### config.mk
export PLATFORM = sky130hd
export DESIGN_NAME = multi_ball_renderer
export DESIGN_NICKNAME = d
export VERILOG_FILES = /design/src/rtl/multi_ball_renderer.sv
export SDC_FILE = /design/constraint.sdc
export NUM_CORES = 2
export LEC_CHECK = 0
export CAP_MARGIN = 20
export CORE_MARGIN = 1
export CORE_UTILIZATION = 30
export CTS_CLUSTER_DIAMETER = 120
export CTS_CLUSTER_SIZE = 30
export DETAILED_ROUTE_END_ITERATION = 8
export PLACE_DENSITY = 0.44
export SLEW_MARGIN = 0
export SYNTH_ARGS = -nofsm -noshare
export SYNTH_HDL_FRONTEND = slang
export SYNTH_SLANG_ARGS = --single-unit
### constraint.sdc
create_clock -name clk -period 16.7 [get_ports clk]
set_input_delay 5.01 -clock clk [delete_from_list [all_inputs] [get_ports clk]]
set_output_delay 5.01 -clock clk [all_outputs]
set_load 0.01 [all_outputs]
### src/rtl/multi_ball_renderer.sv
// N-ball VGA sprite engine: per-frame bounce update FSM plus a 1-clk pixel/sync pipeline.
// Optional shadow ring around each ball is enabled by defining SHADOW_EN.
module multi_ball_renderer #(
    parameter int          NUM_BALLS   = 4,
    parameter int          RADIUS      = 20,
    parameter int          H_ACTIVE    = 640,
    parameter int          V_ACTIVE    = 480,
    parameter logic [23:0] BALL_COLORS = 24'hE_3C_F_0C,
    parameter logic [5:0]  BG_COLOR    = 6'b00_00_10
) (
    input  logic       clk,
    input  logic       rst_n,
    input  logic [9:0] hpos,
    input  logic [9:0] vpos,
    input  logic       display_on,
    input  logic       hsync_in,
    input  logic       vsync_in,
    input  logic [2:0] speed,
    input  logic       pause,
    output logic [5:0] rgb,
    output logic       hsync_out,
    output logic       vsync_out,
    output logic       busy
);

    localparam int          IDX_W  = (NUM_BALLS > 1) ? $clog2(NUM_BALLS) : 1;
    localparam logic [22:0] HIT_R2 = 23'(RADIUS * RADIUS);
`ifdef SHADOW_EN
    localparam logic [22:0] SHD_R2       = 23'((RADIUS + 4) * (RADIUS + 4));
    localparam logic [5:0]  SHADOW_COLOR = 6'b01_01_01;
`endif

    typedef enum logic {IDLE, UPD} state_t;

    state_t                       state, next_state;
    logic [IDX_W-1:0]             idx;
    logic [2:0]                   spd;
    logic                         frame_start;
    logic                         start_upd;
    logic                         last_ball;
    logic [NUM_BALLS-1:0][10:0]   ball_x, ball_y;
    logic [NUM_BALLS-1:0]         dir_x, dir_y;
    logic [NUM_BALLS-1:0]         hit;
`ifdef SHADOW_EN
    logic [NUM_BALLS-1:0]         shd;
`endif
    logic [5:0]                   pix;
    logic [5:0]                   rgb_p1;
    logic                         hsync_p1, vsync_p1;

    // Moves one axis by spd and clamps against the edge, reflecting direction.
    // Returns {dir, pos}; dir 1 = increasing coordinate.
    function automatic logic [11:0] axis_step(input logic [10:0] pos, input logic dir,
                                              input logic [2:0] step, input int active);
        logic [10:0] hi, lo, stp, n;
        hi  = 11'(active - 1 - RADIUS);
        lo  = 11'(RADIUS);
        stp = {8'd0, step};
        if (dir) begin
            n = pos + stp;
            if (n >= hi) return {1'b0, hi};
            else         return {1'b1, n};
        end else begin
            if (pos <= lo + stp) return {1'b1, lo};
            else                 return {1'b0, pos - stp};
        end
    endfunction

    assign frame_start = (hpos == 10'd0) && (vpos == 10'(V_ACTIVE));
    assign start_upd   = (state == IDLE) && frame_start && !pause;
    assign last_ball   = (idx == IDX_W'(NUM_BALLS - 1));
    assign busy        = (state != IDLE);

    always_ff @(posedge clk) begin
        if (!rst_n) state <= IDLE;
        else        state <= next_state;
    end

    always_comb begin
        next_state = state;
        case (state)
            IDLE:    if (start_upd) next_state = UPD;
            UPD:     if (last_ball) next_state = IDLE;
            default: next_state = IDLE;
        endcase
    end

    always_ff @(posedge clk) begin
        if (!rst_n) begin
            idx <= '0;
            spd <= '0;
            for (int i = 0; i < NUM_BALLS; i++) begin
                ball_x[i] <= 11'(H_ACTIVE / 2 + i * (2 * RADIUS + 4));
                ball_y[i] <= 11'(V_ACTIVE / 2);
                dir_x[i]  <= ((i & 1) == 0);
                dir_y[i]  <= ((i & 2) == 0);
            end
        end else if (start_upd) begin
            spd <= speed;
            idx <= '0;
        end else if (state == UPD) begin
            if (!last_ball) idx <= idx + 1'b1;
            for (int i = 0; i < NUM_BALLS; i++) begin
                if (idx == IDX_W'(i)) begin
                    {dir_x[i], ball_x[i]} <= axis_step(ball_x[i], dir_x[i], spd, H_ACTIVE);
                    {dir_y[i], ball_y[i]} <= axis_step(ball_y[i], dir_y[i], spd, V_ACTIVE);
                end
            end
        end
    end

    // Distance test per ball; squares stay exact because |d| < 1024.
    for (genvar g = 0; g < NUM_BALLS; g++) begin : g_ball
        logic signed [10:0] dx, dy;
        logic [21:0]        dxe, dye, sqx, sqy;
        logic [22:0]        sum;
        assign dx  = $signed({1'b0, hpos}) - $signed(ball_x[g]);
        assign dy  = $signed({1'b0, vpos}) - $signed(ball_y[g]);
        assign dxe = {{11{dx[10]}}, dx};
        assign dye = {{11{dy[10]}}, dy};
        assign sqx = dxe * dxe;
        assign sqy = dye * dye;
        assign sum = {1'b0, sqx} + {1'b0, sqy};
        assign hit[g] = (sum <= HIT_R2);
`ifdef SHADOW_EN
        assign shd[g] = (sum <= SHD_R2);
`endif
    end

    always_comb begin
        pix = BG_COLOR;
`ifdef SHADOW_EN
        if (|shd) pix = SHADOW_COLOR;
`endif
        for (int i = NUM_BALLS - 1; i >= 0; i--) begin
            if (hit[i]) pix = BALL_COLORS[6*i +: 6];
        end
        if (!display_on) pix = 6'd0;
    end

    // Stage p1: registered pixel colour with syncs delayed to match
    always_ff @(posedge clk) begin
        if (!rst_n) begin
            rgb_p1   <= '0;
            hsync_p1 <= 1'b0;
            vsync_p1 <= 1'b0;
        end else begin
            rgb_p1   <= pix;
            hsync_p1 <= hsync_in;
            vsync_p1 <= vsync_in;
        end
    end

    assign rgb       = rgb_p1;
    assign hsync_out = hsync_p1;
    assign vsync_out = vsync_p1;

endmodule

==> flow_summary.yaml <==
drt:
  detail_route.first_pass.iterations: 7
  routed_wire_length_per_instance_um: 15.9
  drt-initial-drc-count: 2027
  vias: 39300
  avg_vias_per_cell: 4.74
  route.detailed.drc: 8
  ant_nets: 0
  sum_of_routed_wire_length_over_all_layers_um: 132000
synth:
  primary_ff_master_synth: "sky130_fd_sc_hd__dfxtp_1"
  synth-warning-count: 0
  synth-seq-cells: 108
  synth_fp_nets: 7609
  most_common_cell_in_the_netlist: "sky130_fd_sc_hd__inv_1"
  synth_enable_flop_cells: 0
  synth_top_cell_by_area: "sky130_fd_sc_hd__fa_1"
  synth_cells: 6136
  async_flop_share_pct: 0
  synth_seq_area_share_pct: 4.33
  netlist_area_um2: 49900
  ys_top_cells_by_area: "sky130_fd_sc_hd__fa_1, sky130_fd_sc_hd__ha_1, sky130_fd_sc_hd__inv_1"
  postSynthAreaPerCell_um2: 8.13
  netlist.area_leader.share_pct: 34.3
  netlist-cell-type-count: 85
  netlist_top_cells_count: "sky130_fd_sc_hd__inv_1, sky130_fd_sc_hd__fa_1, sky130_fd_sc_hd__nor2_1"
worst_setup_path:
  cp_slowest_stage_delay_ps: 830
  critPathSlowestCell: "sky130_fd_sc_hd__clkdlybuf4s50_1"
  worst_path_dominant_cell_family: "adder cells"
  timing.critical_path.fanout_max: 12
  reg2regPathDepth: 40
  required_ps: 17030
  crit_path_start_kind: "input pin"
  crit_arrival_ps: 16290
  worst_reg2reg_endpoint: "rgb[3]"
  critPathCaptureType: "flip-flop"
  timing.rr.start: "ball_x[23]"
  critPathBufInv: 9
  timing.setup.critical_path_class: "input pin to flip-flop"
  slack_of_the_worst_reg_to_reg_path_ps: 5900
timing:
  fmax_mhz: 62.7
  finalSetupViolations: 0
  timing.max_slew.rel_slack_pct: 34.8
  rsz0062_at_grt: "false"
  finalHoldViolCount: 0
  timing.final.crit_period_ps: 15960
  worst_slew_pin_slew_ps: 970
  setup_ws_final_ps: 742
  layout_worst_path_cycle_share_pct: 95.6
  timing_max_transition_violations_final: 0
  worst_clock_skew_ps: 14.8
worst_hold_path:
  worstHoldEndpoint: "ball_y[8]"
  hold_start: "ball_y[8]"
  min-delay-path-class: "flip-flop to flip-flop"
  worstHoldPathCells: 2
clocking:
  cts-htree-levels: 3
  cts.root.buffer_cell: "sky130_fd_sc_hd__clkbuf_16"
  ctsResizeCount: 0
  clk_path_buf_depth: 2
  clkSinkCount: 108
  numCtsBuffers: 9
  clock_latency_ps: 420
  buffers_inserted_by_post_cts_timing_repair: 0
  tritoncts: "done"
  cts_hold_buf: 0
  cts.clk_slew.worst_paths_ps: 80
placement:
  dp_hpwl_um: 113000
  preCtsSetupSlack_ps: -183
  port_buffers: 36
  gp_congestion: 0.853
  numPlacedInstances: 8288
finish:
  drive_above_1_share_pct: 2.63
  layout.cells.non_filler: 8304
  utilization_pct: 32.3
  diodes: 0
  final_net_count: 7583
  area_growth_syn_to_layout_pct: 6.78
floorplanning:
  design.die.area_um2: 168000
  die_width_um: 410
  ioPinCount: 38
  placement_rows: 149
  chipHeight_um: 410
  initial_core_utilization_pct: 30.2
  core_region_area_um2: 165000
global_route:
  first_global_vias: 40900
  grt_pass1_wl_um: 219000
  grt_overflow_total: 0
  grt_antenna_before_repair: 7
  grt_use_total_pct: 16.1
  maximum_number_of_pins_on_one_net_before_global_route_repair: 55
job:
  max_cap_violations: 0
outcome:
  failed_checks: "design-rule violations"
  status: "finished, violations left"
==> layer usage <==
layer | wire, µm | up-vias | track usage (%)
met5 | 22 | - | 0
met4 | 1870 | 4 | 2.83
met3 | 4220 | 91 | 1.12
met2 | 60000 | 573 | 26.2
met1 | 66200 | 19200 | 23.5
li1 | - | 19400 | -
==> sequential cells by signal, summed over array words and instances (netlist names) <==
signal,flops
ball_x,44
ball_y,44
busy,1
dir_x,4
dir_y,4
hsync_out,1
idx,2
rgb,4
spd,3
vsync_out,1
==> cells in the final DEF (no fill, tap or decap), drive strengths merged, types with 38 or more instances in the layout <==
cell type / Yosys / final
xnor2: 264 / 264
a21boi: 42 / 42
a31oi: 50 / 50
inv: 1429 / 1433
nor3: 111 / 111
buf: 3 / 67
a21oi: 279 / 279
a21o: 97 / 97
dfxtp: 108 / 108
o21bai: 38 / 38
or2: 39 / 39
nand2: 458 / 458
nor2b: 62 / 62
nand3: 76 / 76
nand2b: 53 / 53
nor2: 591 / 591
ha: 588 / 588
xor2: 74 / 74
fa: 856 / 856
o21ai: 226 / 226
==> worst max path at each step <==
stage	start	end	slack, ps	cells past startpoint
2_1_floorplan	vpos[0]	rgb[3]	2220	42
3_3_place_gp	vpos[0]	rgb[1]	-50	44
3_5_place_dp	vpos[0]	rgb[3]	-180	44
4_1_cts	vpos[0]	rgb[3]	230	42
5_1_grt	hpos[1]	rgb[3]	4	41
6_report	hpos[1]	rgb[3]	740	39
==> logic make-up after synthesis <==
kind of cell | share of synthesized area (%)
adders and majority gates | 49.1
DFF | 4.33
AOI/OAI and AO/OA | 13.3
xor gates and xnor gates | 5.93
other | 0.00751
buffers and inverters | 12.0
muxes | 0.985
and+or+nand+nor | 14.4
==> tightest hold or removal path, delay by kind of cell, from the launching register on <==
kind | cells | cell delay (ps)
DFF | 1 | 330
AOI/OAI and AO/OA | 2 | 130
==> layout make-up <==
class	instances	area, µm²
Fill cell	17800	112000
Multi-Input combinational cell	4436	41800
Inverter	1453	5460
Tap cell	2189	2740
Sequential cell	108	2160
Timing Repair Buffer	102	851
Clock buffer	9	225
Clock inverter	7	65.1
==> stage by stage <==
stage               hold WS (ps)  TNS (ps)  cell area [µm²]
floorplan                    458         0            49900
global placement             483     -50.7            53000
detailed placement           492      -547            53000
CTS                          508         0            53300
global route                 531         0            53300
finish                       505         0            53300
Power is left out: the tool's default activity adds up to more than one toggle a clock period on the data nets, which glitch-free logic cannot reach.
